<file path="src/rtl/fb_pkg.sv">
// ============================================================================
// Module   : fb_pkg
// Purpose  : Shared frame-buffer geometry, pixel type and write-side state
//            encoding for the VGA frame buffer (writer and reader paths).
// Revision : 1.0  initial release
// ============================================================================
`default_nettype none

package fb_pkg;

  // Frame-buffer geometry: 400x300 source pixels, half the 800 display columns
  localparam int H_PIX    = 400;
  localparam int V_PIX    = 300;
  localparam int FB_DEPTH = H_PIX * V_PIX;
  localparam int ADDR_W   = 17;
  localparam int COLOR_W  = 2;
  localparam int XY_W     = 9;

  // One stored pixel; red occupies the most significant bits
  typedef struct packed {
    logic [COLOR_W-1:0] red;
    logic [COLOR_W-1:0] green;
    logic [COLOR_W-1:0] blue;
  } rgb_t;

  // Write-side frame state
  typedef enum logic [0:0] {
    IDLE  = 1'b0,
    WRITE = 1'b1
  } fw_state_e;

endpackage

`default_nettype wire

</file>
<file path="src/rtl/fb_addr_gen.sv">
// ============================================================================
// Module   : fb_addr_gen
// Purpose  : Raster position counters for the frame writer. Keeps x/y for
//            wrap detection and a linear index that simply increments.
//            'step' advances from the current position, 'restart' treats the
//            current pixel as (0,0) and advances from there.
// Revision : 1.0  initial release
// ============================================================================
`default_nettype none

module fb_addr_gen #(
  parameter int H_PIX  = fb_pkg::H_PIX,
  parameter int V_PIX  = fb_pkg::V_PIX,
  parameter int ADDR_W = fb_pkg::ADDR_W
) (
  input  logic              clk,
  input  logic              reset,
  input  logic              step,
  input  logic              restart,
  output logic [ADDR_W-1:0] index,
  output logic              is_last
);

  localparam int XY_W = fb_pkg::XY_W;
  localparam logic [XY_W-1:0] X_LAST = XY_W'(H_PIX - 1);
  localparam logic [XY_W-1:0] Y_LAST = XY_W'(V_PIX - 1);
  localparam logic ONE_PIXEL = (H_PIX * V_PIX == 1);

  logic [XY_W-1:0]   x_q, x_d, y_q, y_d;
  logic [ADDR_W-1:0] idx_q, idx_d;

  // Position the pixel being written occupies (restart means pixel (0,0))
  logic [XY_W-1:0]   base_x, base_y;
  logic [ADDR_W-1:0] base_idx;
  logic              base_last;

  assign is_last = (x_q == X_LAST) && (y_q == Y_LAST);
  assign index   = idx_q;

  // Next position: advance one pixel from the base, wrapping row and frame
  always_comb begin
    base_x    = restart ? '0 : x_q;
    base_y    = restart ? '0 : y_q;
    base_idx  = restart ? '0 : idx_q;
    base_last = restart ? ONE_PIXEL : is_last;
    x_d       = x_q;
    y_d       = y_q;
    idx_d     = idx_q;
    if (step || restart) begin
      if (base_last) begin
        x_d   = '0;
        y_d   = '0;
        idx_d = '0;
      end else if (base_x == X_LAST) begin
        x_d   = '0;
        y_d   = base_y + XY_W'(1);
        idx_d = base_idx + ADDR_W'(1);
      end else begin
        x_d   = base_x + XY_W'(1);
        y_d   = base_y;
        idx_d = base_idx + ADDR_W'(1);
      end
    end
  end

  // Counter registers
  always_ff @(posedge clk) begin
    if (reset) begin
      x_q   <= '0;
      y_q   <= '0;
      idx_q <= '0;
    end else begin
      x_q   <= x_d;
      y_q   <= y_d;
      idx_q <= idx_d;
    end
  end

endmodule

`default_nettype wire

</file>
<file path="src/rtl/frame_writer.sv">
// ============================================================================
// Module   : frame_writer
// Purpose  : Write side of the VGA frame buffer. Takes a raster pixel stream
//            with start-of-frame, produces linear addresses and drives one
//            write port through a single output register with backpressure.
//            Flags frame completion and early start-of-frame.
// Revision : 1.0  initial release
// ============================================================================
`default_nettype none

module frame_writer #(
  parameter int H_PIX  = fb_pkg::H_PIX,
  parameter int V_PIX  = fb_pkg::V_PIX,
  parameter int ADDR_W = fb_pkg::ADDR_W
) (
  input  logic                         clk,
  input  logic                         reset,
  input  logic                         in_valid,
  output logic                         in_ready,
  input  logic                         in_sof,
  input  logic [fb_pkg::COLOR_W-1:0]   in_red,
  input  logic [fb_pkg::COLOR_W-1:0]   in_green,
  input  logic [fb_pkg::COLOR_W-1:0]   in_blue,
  output logic                         mem_we,
  output logic [ADDR_W-1:0]            mem_addr,
  output logic [3*fb_pkg::COLOR_W-1:0] mem_rgb,
  input  logic                         mem_ready,
  output logic                         busy,
  output logic                         frame_done,
  output logic                         sof_err
);

  localparam logic ONE_PIXEL = (H_PIX * V_PIX == 1);

  fb_pkg::fw_state_e state_q;
  logic              we_q;
  logic [ADDR_W-1:0] addr_q;
  fb_pkg::rgb_t      rgb_q;
  logic              last_q;   // pending write is the final pixel of a frame
  logic              done_q;
  logic              err_q;

  logic              in_acc, mem_acc;
  logic              gen_step, gen_restart;
  logic [ADDR_W-1:0] gen_index;
  logic              gen_is_last;
  fb_pkg::rgb_t      in_pix;

  // The output register frees up when empty or draining this cycle
  assign in_ready    = !reset && (!we_q || mem_ready);
  assign in_acc      = in_valid && in_ready;
  assign mem_acc     = we_q && mem_ready;
  assign gen_restart = in_acc && in_sof;
  assign gen_step    = in_acc && !in_sof && (state_q == fb_pkg::WRITE);
  assign in_pix      = '{red: in_red, green: in_green, blue: in_blue};

  fb_addr_gen #(
    .H_PIX  (H_PIX),
    .V_PIX  (V_PIX),
    .ADDR_W (ADDR_W)
  ) u_addr_gen (
    .clk     (clk),
    .reset   (reset),
    .step    (gen_step),
    .restart (gen_restart),
    .index   (gen_index),
    .is_last (gen_is_last)
  );

  // Frame FSM, pending write register and status pulses
  always_ff @(posedge clk) begin
    if (reset) begin
      state_q <= fb_pkg::IDLE;
      we_q    <= 1'b0;
      addr_q  <= '0;
      rgb_q   <= '0;
      last_q  <= 1'b0;
      done_q  <= 1'b0;
      err_q   <= 1'b0;
    end else begin
      done_q <= mem_acc && last_q;
      err_q  <= 1'b0;
      if (mem_acc) begin
        we_q <= 1'b0;
      end
      if (in_acc) begin
        if (in_sof) begin
          // A new frame always starts at address 0, even mid-frame
          we_q    <= 1'b1;
          addr_q  <= '0;
          rgb_q   <= in_pix;
          last_q  <= ONE_PIXEL;
          err_q   <= (state_q == fb_pkg::WRITE);
          state_q <= ONE_PIXEL ? fb_pkg::IDLE : fb_pkg::WRITE;
        end else if (state_q == fb_pkg::WRITE) begin
          we_q   <= 1'b1;
          addr_q <= gen_index;
          rgb_q  <= in_pix;
          last_q <= gen_is_last;
          if (gen_is_last) begin
            state_q <= fb_pkg::IDLE;
          end
        end
      end
    end
  end

  assign mem_we     = we_q;
  assign mem_addr   = addr_q;
  assign mem_rgb    = rgb_q;
  assign frame_done = done_q;
  assign sof_err    = err_q;
  assign busy       = (state_q == fb_pkg::WRITE) || we_q;

endmodule

`default_nettype wire

</file>
<file path="config.mk">
export PLATFORM = sky130hd
export DESIGN_NAME = frame_writer
export DESIGN_NICKNAME = d
export VERILOG_FILES = /design/src/rtl/fb_pkg.sv /design/src/rtl/fb_addr_gen.sv /design/src/rtl/frame_writer.sv
export SDC_FILE = /design/constraint.sdc
export NUM_CORES = 1
export LEC_CHECK = 0
export CORE_MARGIN = 1
export CORE_UTILIZATION = 50
export DETAILED_ROUTE_END_ITERATION = 10
export HOLD_SLACK_MARGIN = 0.08
export PLACE_DENSITY = 0.87
export SKIP_LAST_GASP = 1
export SLEW_MARGIN = 20
export SYNTH_ARGS = -nofsm -noshare
export SYNTH_HDL_FRONTEND = slang
export SYNTH_SLANG_ARGS = --single-unit
</file>
<file path="constraint.sdc">
create_clock -name clk -period 3.15 [get_ports clk]
set_clock_uncertainty 0.05 [all_clocks]
set_input_delay 0.63 -clock clk [delete_from_list [all_inputs] [get_ports clk]]
set_output_delay 0.63 -clock clk [all_outputs]
set_load 0.02 [all_outputs]
</file>
==> results.md, run 1 <==
* Maximum VDD drop at 0.249 mV
* Clk buf depth at 2
* Post-CTS Hold Fix Bufs at 0
* Clk sinks at 63
* Final design utilization at 0.642
* Setup crit start kind: input port
* Net Count, Synth at 397
* Core area at 0.00592 mm²
* Vias per std cell at 6.30
* Setup TNS at 0 ns
* Final period util at 0.935
* Setup slack after layout at 0.205 ns
* Syn Inst Count at 385
* Max-cap viol count at 0
* Final nets at 438
* GP Congestion at 0.874
* Register bit total from synthesis at 63
* DRT Pass-1 Iters at 6
* Clock buffer count from CTS at 9
* Final WL at 8.22 mm
* # rows at 28
* Post-Syn Area at 0.00307 mm²
* Setup WS pre-CTS at 0.0366 ns
* DRC at 0
* Starting density of the core at 0.519
* # fillers at 479
* Fmax at 0.340 GHz
* PwrDens at 451 mW/mm²
* Yosys top cell area share at 0.411
* Crit. End Element: primary output
* Post-route minimum period at 2.95 ns
* Status: finished clean
* Slew Viols, Final at 0
* Share of cells above drive strength 1 at 0.107
* Critical path arrival at 2.27 ns
* Largest area contributor in the netlist: dfxtp_1
* Initial antenna violation count at 0
* Pleak at 1.26 nW
* Clock transition at path regs at 0.07 ns
* Layout area overhead at 23.7%
* Overflow after GRT at 0
* CTS tree: built
* Slew headroom at 0.605
* Largest net degree at the start of global routing at 40
* RSZ-0062 raised after global routing: false
* Htree depth at 3
* Number of I/O port buffers at 38
* Avg Inst Size Synth at 7.98 µm²
* Top Ports at 39
* Hold Path Class: reg2reg
* Synth warnings at 0
* Post-route ant nets at 0
* Placed instance area at 0.00358 mm²
* Sequential cell area fraction in the yosys report at 0.411
* Via count at 3190
* Asr flop ratio synth at 0
* Ant diodes at 0
* WS Path Type: in2out
* DR WL/cell at 16.2 µm
* Endpoints failing setup at 0
* Root Driver: clkbuf_8
* Count of cell types in the netlist at 53
* Design area at 0.00380 mm²
* Postcts setup bufs at 0
* DRT iter0 DRCs at 339
* Cts repair resizes at 0
* Slew @ Worst Pin at 0.584 ns
* First-pass GRT wire length at 13.0 mm
* Critical path data required time at 2.47 ns
* DIE HEIGHT at 80.4 µm
* Hold_ws at 0.401 ns
* Number of global-route vias before repair at 2715
* Largest cells by area after synthesis: dfxtp_1 (41%), nand2_1 (9.3%), a31oi_1 (5.1%)
* Final Hold Viols at 0
* Die W at 80.4 µm
* Clock Latency Late Sink at 0.35 ns
* Area of the die at 0.00646 mm²
* Top_reg_cell synth: dfxtp_1
* Number of synthesized flops with an enable pin at 0
* CP max FO at 13
* Gr usage total at 0.266
* DP HPWL at 5.31 mm
[worst paths after layout]
kind | cells past startpoint | startpoint | slack, ns | endpoint
max | 5 | mem_ready | 0.20 | in_ready
min | 2 | mem_rgb[1] | 0.40 | mem_rgb[1]
max reg2reg | 8 | mem_we | 0.74 | u_addr_gen.x_q[4]
min reg2reg | 2 | mem_rgb[1] | 0.40 | mem_rgb[1]
[per-stage QoR]
step                instances  power (W)
global route              506    0.00177
floorplan                 385   0.000894
finish                    506    0.00171
detailed placement        490   0.000948
global placement          490   0.000945
CTS                       506    0.00171
[layout make-up]
type	instances	area (µm²)	area share
clock inverter	6	83.8	0.0221
sequential	63	1260	0.332
multi-input combinational	286	1640	0.432
inverter	9	33.8	0.00889
clock buffer	10	138	0.0362
tap	75	93.8	0.0247
timing repair buffer	57	548	0.144
[state kept, by name, indices dropped and copies added, names as in the netlist]
signal	flops
state_q	1
sof_err	1
mem_rgb	6
mem_we	1
frame_done	1
mem_addr	17
u_addr_gen.x_q	9
last_q	1
u_addr_gen.y_q	9
u_addr_gen.index	17
[worst max-delay path: stages]
cell and delay [ns]:
clkdlybuf4s50_1 0.48, nand2b_1 0.15, buf_4 0.21, nor2b_1 0.17
clkdlybuf4s50_1 0.62
[Yosys cell counts, types with 3 or more instances]
master	count
nand3b_1	3
buf_2	4
a32oi_1	6
clkbuf_1	18
buf_6	4
a21oi_1	31
nand4_1	16
mux2i_1	5
a41oi_1	7
nor2_1	17
o211ai_1	6
dfxtp_1	63
nand3_1	24
nand2_1	76
o21ai_0	11
a31oi_1	25
inv_1	9
nor4b_1	3
nor2b_1	4
and2_1	7
and3_1	6
or3_1	3
[power by group]
group / switching [W] / internal (W) / leakage, nW
clock network: 0.000314 / 0.000464 / 0.116
registers: 0.00000720 / 0.000803 / 0.508
logic: 0.0000750 / 0.0000493 / 0.640
[kinds of logic after synthesis]
kind of cell / count (synthesis) / synth area share
compound gates: 97 / 0.200
xor+xnor: 2 / 0.00570
fa+ha+maj: 1 / 0.00407
buf+inv: 36 / 0.0554
flops: 63 / 0.411
mux: 5 / 0.0163
simple gates: 181 / 0.308
[layout by cell type, fill, tap and decap left out, types with 7 or more instances in the layout]
cell type,count
nand2_1,76
dfxtp_1,63
clkdlybuf4s50_1,38
a21oi_1,31
a31oi_1,25
nand3_1,24
nor2_1,17
buf_4,17
nand4_1,16
o21ai_0,11
clkbuf_8,10
inv_1,9
and2_1,7
a41oi_1,7
[layer usage]
layer / vias up / GRT usage / share of wire
met3: 37 / 0.0682 / 0.081
met1: 1468 / 0.325 / 0.40
met5: - / 0 / 0
met2: 192 / 0.419 / 0.48
met4: 0 / 0.157 / 0.040
li1: 1493 / - / -
No activity file was read; power rests on OpenSTA's default activity.
==> inputs of run 2 (changes only) <==
ABC_CLOCK_PERIOD_IN_PS = 3150   (was default)
==> results of run 2 <==
The final DEF is identical to that of run 1; final timing and power are the same.
